$ cat config.mk
export PLATFORM = sky130hd
export DESIGN_NAME = spi_bridge
export DESIGN_NICKNAME = d
export VERILOG_FILES = /design/src/rtl/spi_pkg.sv /design/src/rtl/sync_edge.sv /design/src/rtl/spi_bridge.sv
export SDC_FILE = /design/constraint.sdc
export NUM_CORES = 1
export LEC_CHECK = 0
export ABC_CLOCK_PERIOD_IN_PS = 1700
export BUFFER_PORTS_ARGS = -buffer_cell sky130_fd_sc_hd__buf_2
export CORE_UTILIZATION = 30
export DETAILED_ROUTE_END_ITERATION = 10
export HOLD_SLACK_MARGIN = 0.06
export SYNTH_ARGS = -nofsm -noshare
export SYNTH_HDL_FRONTEND = slang
export SYNTH_SLANG_ARGS = --single-unit
$ cat constraint.sdc
create_clock -name clk -period 1.7 [get_ports clk]
set_input_delay 0.17 -clock clk [delete_from_list [all_inputs] [get_ports clk]]
set_output_delay 0.17 -clock clk [all_outputs]
set_load 0.05 [all_outputs]
$ cat src/rtl/spi_pkg.sv
// spi_pkg: shared widths and FSM state encoding for the SPI slave bridge.
// No ports; imported by spi_bridge.
package spi_pkg;

    localparam int SPI_BYTE_W = 8;
    localparam int SPI_CNT_W  = 3;

    typedef enum logic [1:0] {
        SPI_IDLE  = 2'd0,
        SPI_SHIFT = 2'd1,
        SPI_LOAD  = 2'd2
    } spi_state_e;

endpackage

$ cat src/rtl/sync_edge.sv
// sync_edge: SYNC_STAGES-deep synchroniser with one history flop for edge detection.
// Ports:
//   clk     - sampling clock
//   rst_n   - asynchronous active-low reset (chain and history clear to 0)
//   d_i     - asynchronous input
//   level_o - synchronised level
//   rise_o  - one-cycle pulse on a synchronised 0->1 transition
//   fall_o  - one-cycle pulse on a synchronised 1->0 transition
module sync_edge #(
    parameter int SYNC_STAGES = 2
) (
    input  logic clk,
    input  logic rst_n,
    input  logic d_i,
    output logic level_o,
    output logic rise_o,
    output logic fall_o
);

    logic [SYNC_STAGES-1:0] sync_q;
    logic [SYNC_STAGES-1:0] sync_d;
    logic                   hist_q;

    assign sync_d  = {sync_q[SYNC_STAGES-2:0], d_i};
    assign level_o = sync_q[SYNC_STAGES-1];
    assign rise_o  = level_o & ~hist_q;
    assign fall_o  = ~level_o & hist_q;

    always_ff @(posedge clk or negedge rst_n) begin
        if (!rst_n) begin
            sync_q <= '0;
            hist_q <= 1'b0;
        end else begin
            sync_q <= sync_d;
            hist_q <= level_o;
        end
    end

endmodule

$ cat src/rtl/spi_bridge.sv
// spi_bridge: SPI mode-0 slave front end; deserialises MOSI bytes and serialises responses on MISO.
// Ports:
//   clk       - peripheral clock, all state on its rising edge
//   rst_n     - asynchronous active-low reset
//   sclk      - SPI clock (CPOL=0/CPHA=0), asynchronous to clk
//   cs_n      - SPI chip select, active-low
//   mosi      - serial data from master
//   miso      - serial data to master, always driven
//   byte_sync - one-cycle pulse when a full byte has been received
//   data_in   - last received byte
//   data_out  - response byte from the decoder
module spi_bridge
    import spi_pkg::*;
#(
    parameter int SYNC_STAGES = 2
) (
    input  logic                  clk,
    input  logic                  rst_n,
    input  logic                  sclk,
    input  logic                  cs_n,
    input  logic                  mosi,
    output logic                  miso,
    output logic                  byte_sync,
    output logic [SPI_BYTE_W-1:0] data_in,
    input  logic [SPI_BYTE_W-1:0] data_out
);

    logic sclk_rise, sclk_fall, sclk_lvl_unused;
    logic cs_rise, cs_fall, cs_lvl_unused;
    logic mosi_s, mosi_rise_unused, mosi_fall_unused;

    spi_state_e            state_q;
    logic [SPI_CNT_W-1:0]  bit_cnt_q;
    logic [SPI_BYTE_W-1:0] rx_q, tx_q, data_in_q;
    logic                  byte_sync_q;

    sync_edge #(.SYNC_STAGES(SYNC_STAGES)) u_sclk (
        .clk    (clk),
        .rst_n  (rst_n),
        .d_i    (sclk),
        .level_o(sclk_lvl_unused),
        .rise_o (sclk_rise),
        .fall_o (sclk_fall)
    );

    sync_edge #(.SYNC_STAGES(SYNC_STAGES)) u_cs (
        .clk    (clk),
        .rst_n  (rst_n),
        .d_i    (cs_n),
        .level_o(cs_lvl_unused),
        .rise_o (cs_rise),
        .fall_o (cs_fall)
    );

    sync_edge #(.SYNC_STAGES(SYNC_STAGES)) u_mosi (
        .clk    (clk),
        .rst_n  (rst_n),
        .d_i    (mosi),
        .level_o(mosi_s),
        .rise_o (mosi_rise_unused),
        .fall_o (mosi_fall_unused)
    );

    assign miso      = (state_q != SPI_IDLE) && tx_q[SPI_BYTE_W-1];
    assign byte_sync = byte_sync_q;
    assign data_in   = data_in_q;

    always_ff @(posedge clk or negedge rst_n) begin
        if (!rst_n) begin
            state_q     <= SPI_IDLE;
            bit_cnt_q   <= '0;
            rx_q        <= '0;
            tx_q        <= '0;
            data_in_q   <= '0;
            byte_sync_q <= 1'b0;
        end else begin
            byte_sync_q <= 1'b0;
            // Deselect beats everything, including a byte completing in the same cycle.
            if (cs_rise) begin
                state_q   <= SPI_IDLE;
                bit_cnt_q <= '0;
                rx_q      <= '0;
            end else begin
                case (state_q)
                    SPI_IDLE: begin
                        if (cs_fall) begin
                            tx_q    <= data_out;
                            state_q <= SPI_SHIFT;
                        end
                    end
                    SPI_SHIFT: begin
                        if (sclk_rise) begin
                            rx_q      <= {rx_q[SPI_BYTE_W-2:0], mosi_s};
                            bit_cnt_q <= bit_cnt_q + 3'd1;
                            if (&bit_cnt_q) begin
                                data_in_q   <= {rx_q[SPI_BYTE_W-2:0], mosi_s};
                                byte_sync_q <= 1'b1;
                            end
                        end else if (sclk_fall && bit_cnt_q != '0) begin
                            // The fall after the last bit is skipped so a freshly loaded MSB survives.
                            tx_q <= {tx_q[SPI_BYTE_W-2:0], 1'b0};
                        end
                        // Reload one cycle after the strobe: the decoder registers its reply on byte_sync.
                        if (byte_sync_q) state_q <= SPI_LOAD;
                    end
                    SPI_LOAD: begin
                        tx_q    <= data_out;
                        state_q <= SPI_SHIFT;
                    end
                    default: state_q <= SPI_IDLE;
                endcase
            end
        end
    end

endmodule

==> flow_summary.yaml <==
yosys:
  ys_warn_count: 0
  syn_area_sq_mm: 0.00161
  synth_cell_types: 27
  ys_ff_latch: 37
  synth-async-reset-ratio_pct: 100
  ys_top_cells_by_area: "dfrtp_1 (58%), mux2_2 (11%), mux2_4 (6.5%)"
  ys_seq_area_share_pct: 57.5
  synth_edf_count: 0
  avgSynthCellArea_sq_um: 14.5
  syn_nets: 129
  synth_top_area_cell: "dfrtp_1"
  syn_inst: 111
  netlist.area_leader.share_pct: 57.5
  dominantRegCellSynth: "dfrtp_1"
detailed_routing:
  drc_errors: 0
  dr.pass1.iters: 4
  vias: 981
  final_antenna_net_count: 0
  wl_per_cell_microns: 13.2
  initialDrtViolationCount: 43
  wirelength_mm: 2.93
  vias_per_cell: 4.42
setup_path:
  end_kind: "flip-flop"
  required_ns: 1.87
  crit_arrival_ns: 1.81
  crit_type: "reg2reg"
  setup.worst_path.start_class: "flip-flop"
  cp_max_fo: 8
global_routing:
  first_global_vias: 1048
  grt_pass1_wl_mm: 4.91
  grt_usage_pct: 12.1
  overflow: 0
  grt_antenna_before_repair: 0
  grt_max_degree: 20
worst_hold_path:
  hp-class: "in2reg"
cts:
  cts_made_buffers: 5
  clk_path_buf_depth: 2
  clock-root-buffer: "clkbuf_8"
  insertion_delay_ns: 0.29
  numClockSinks: 37
  path_clk_slew_ns: 0.07
  htree_levels: 2
  cts_tree: "built"
finish:
  nets: 169
  syn2layout_area_growth_pct: 28.5
  drive_above_1_share_pct: 48.7
  layout.cells.non_filler: 222
  diodes: 0
  fin_util_pct: 40.2
timing:
  rsz0062_at_grt: "false"
  whs_ns: 0.168
  finalCriticalPeriod_ns: 1.63
  finClkSkew_ns: 0.00551
  tightest_slew_ns: 0.440
  fmax_mhz: 612
  setup_viol_count_final: 0
  relSlewSlack_pct: 70.6
  drv_slew: 0
  tns_ns: 0
  timing.final.crit_share_pct: 96.1
  setup_slack_ns: 0.0655
  hold_violations: 0
placement:
  io_buffer_count: 22
  dpl.hpwl_mm: 2.16
  gp_congestion: 0.826
  place_inst: 210
  place_ws_ns: -0.0461
flow_run:
  maxCapViolations: 0
power:
  p_leak_nw: 1.02
  powerDensity_mw_per_mm2: 1090
  ir_worst_vdd_v: 0.000524
die:
  rows: 26
  dieArea_sq_mm: 0.00566
  core-area_sq_mm: 0.00514
  die_h_microns: 75.2
  start_util_pct: 31.3
  io_pins: 23
  die_x_microns: 75.2
outcome:
  status: "finished, final reports clean"
[synth_stat cells (all sizes together) (2+ instances only)]
master,number
dfrtp,37
mux2,23
nor2,10
mux2i,6
buf,5
ha,5
inv,5
a22o,3
nand2b,2
o21a,2
[power by group]
| part | internal (mW) | switching (mW) |
|---|---|---|
| clock | 0.366 | 0.296 |
| sequential | 1.00 | 0.0751 |
| combinational | 0.302 | 0.203 |
[final timing paths]
| check | slack [ns] | start | depth (start not counted) | endpoint |
|---|---|---|---|---|
| worst max-delay path | 0.07 | u_cs.sync_q[1]$_DFF_PN0_ | 5 | data_in[0]$_DFFE_PN0P_ |
| worst min-delay path | 0.17 | data_out[0] | 3 | tx_q[0]$_DFFE_PN0P_ |
| worst max register to register | 0.07 | u_cs.sync_q[1]$_DFF_PN0_ | 5 | data_in[0]$_DFFE_PN0P_ |
| worst min register to register | 0.35 | u_sclk.sync_q[0]$_DFF_PN0_ | 0 | u_sclk.sync_q[1]$_DFF_PN0_ |
| max in group asynchronous | 0.89 | rst_n | 3 | tx_q[2]$_DFFE_PN0P_ |
| min in group asynchronous | 0.36 | rst_n | 2 | data_in[2]$_DFFE_PN0P_ |
[area by class of cell]
class	count	area (sq um)
clock buffer	7	96.3
clock inverter	1	5.00
fill	514	3070
inverter	5	18.8
multi-input combinational	64	652
sequential	37	927
tap	70	87.6
timing repair buffer	38	282
[logic make-up (layout without fill, tap and decap cells)]
logic type / after synthesis / count (layout) / synth area share (%)
buffers and inverters: 10 / 51 / 3.65
muxes: 29 / 29 / 21.5
and+or+nand+nor: 21 / 21 / 9.02
AOI/OAI and AO/OA: 9 / 9 / 4.43
DFF: 37 / 37 / 57.5
adders and majority gates: 5 / 5 / 3.89
[metal layers]
| layer | global-route usage, % | wire length (microns) | vias up |
|---|---|---|---|
| li1 | - | - | 463 |
| met1 | 15.8 | 1310 | 492 |
| met2 | 18.1 | 1440 | 19 |
| met5 | 0 | 0 | - |
| met4 | 7.00 | 63 | 0 |
| met3 | 3.21 | 125 | 7 |
[placed cells by master (no fill, tap or decap), drive strengths merged, types with 2 or more instances in the layout]
master and n:
dfrtp 37, clkbuf 7, buf 34, nand2b 2, mux2i 6, ha 5, nor2 10, o21a 2
inv 5, mux2 23, a22o 3, dlygate4sd3 4
[timing repair]
action,4_1_cts,5_1_grt
resized for setup,4,5
buffers inserted,0,0
endpoints found under the setup margin,9,15
hold endpoints to repair,21,0
hold buffers,4,0
pin swaps,2,0
[sequential cells by signal, summed over array words and instances, names as in the netlist]
register / cells
tx_q: 8
u_sclk.hist_q: 1
u_cs.sync_q: 2
data_in: 8
state_q: 2
u_sclk.sync_q: 2
u_mosi.sync_q: 2
bit_cnt_q: 3
rx_q: 7
u_cs.hist_q: 1
byte_sync: 1
[metrics by stage]
| step | instance area, sq um | power [mW] |
|---|---|---|
| 2_1_floorplan | 1610 | 1.43 |
| 3_3_place_gp | 1890 | 1.56 |
| 3_5_place_dp | 1890 | 1.58 |
| 4_1_cts | 2060 | 2.27 |
| 5_1_grt | 2070 | 2.37 |
| 6_report | 2070 | 2.25 |
[critical path: stages (launching register included)]
cell,delay (ns)
dfrtp_1,0.40
ha_2,0.22
nor4_4,0.23
and3_4,0.23
buf_12,0.12
mux2_2,0.33
No activity file was read; power rests on OpenSTA's default activity.
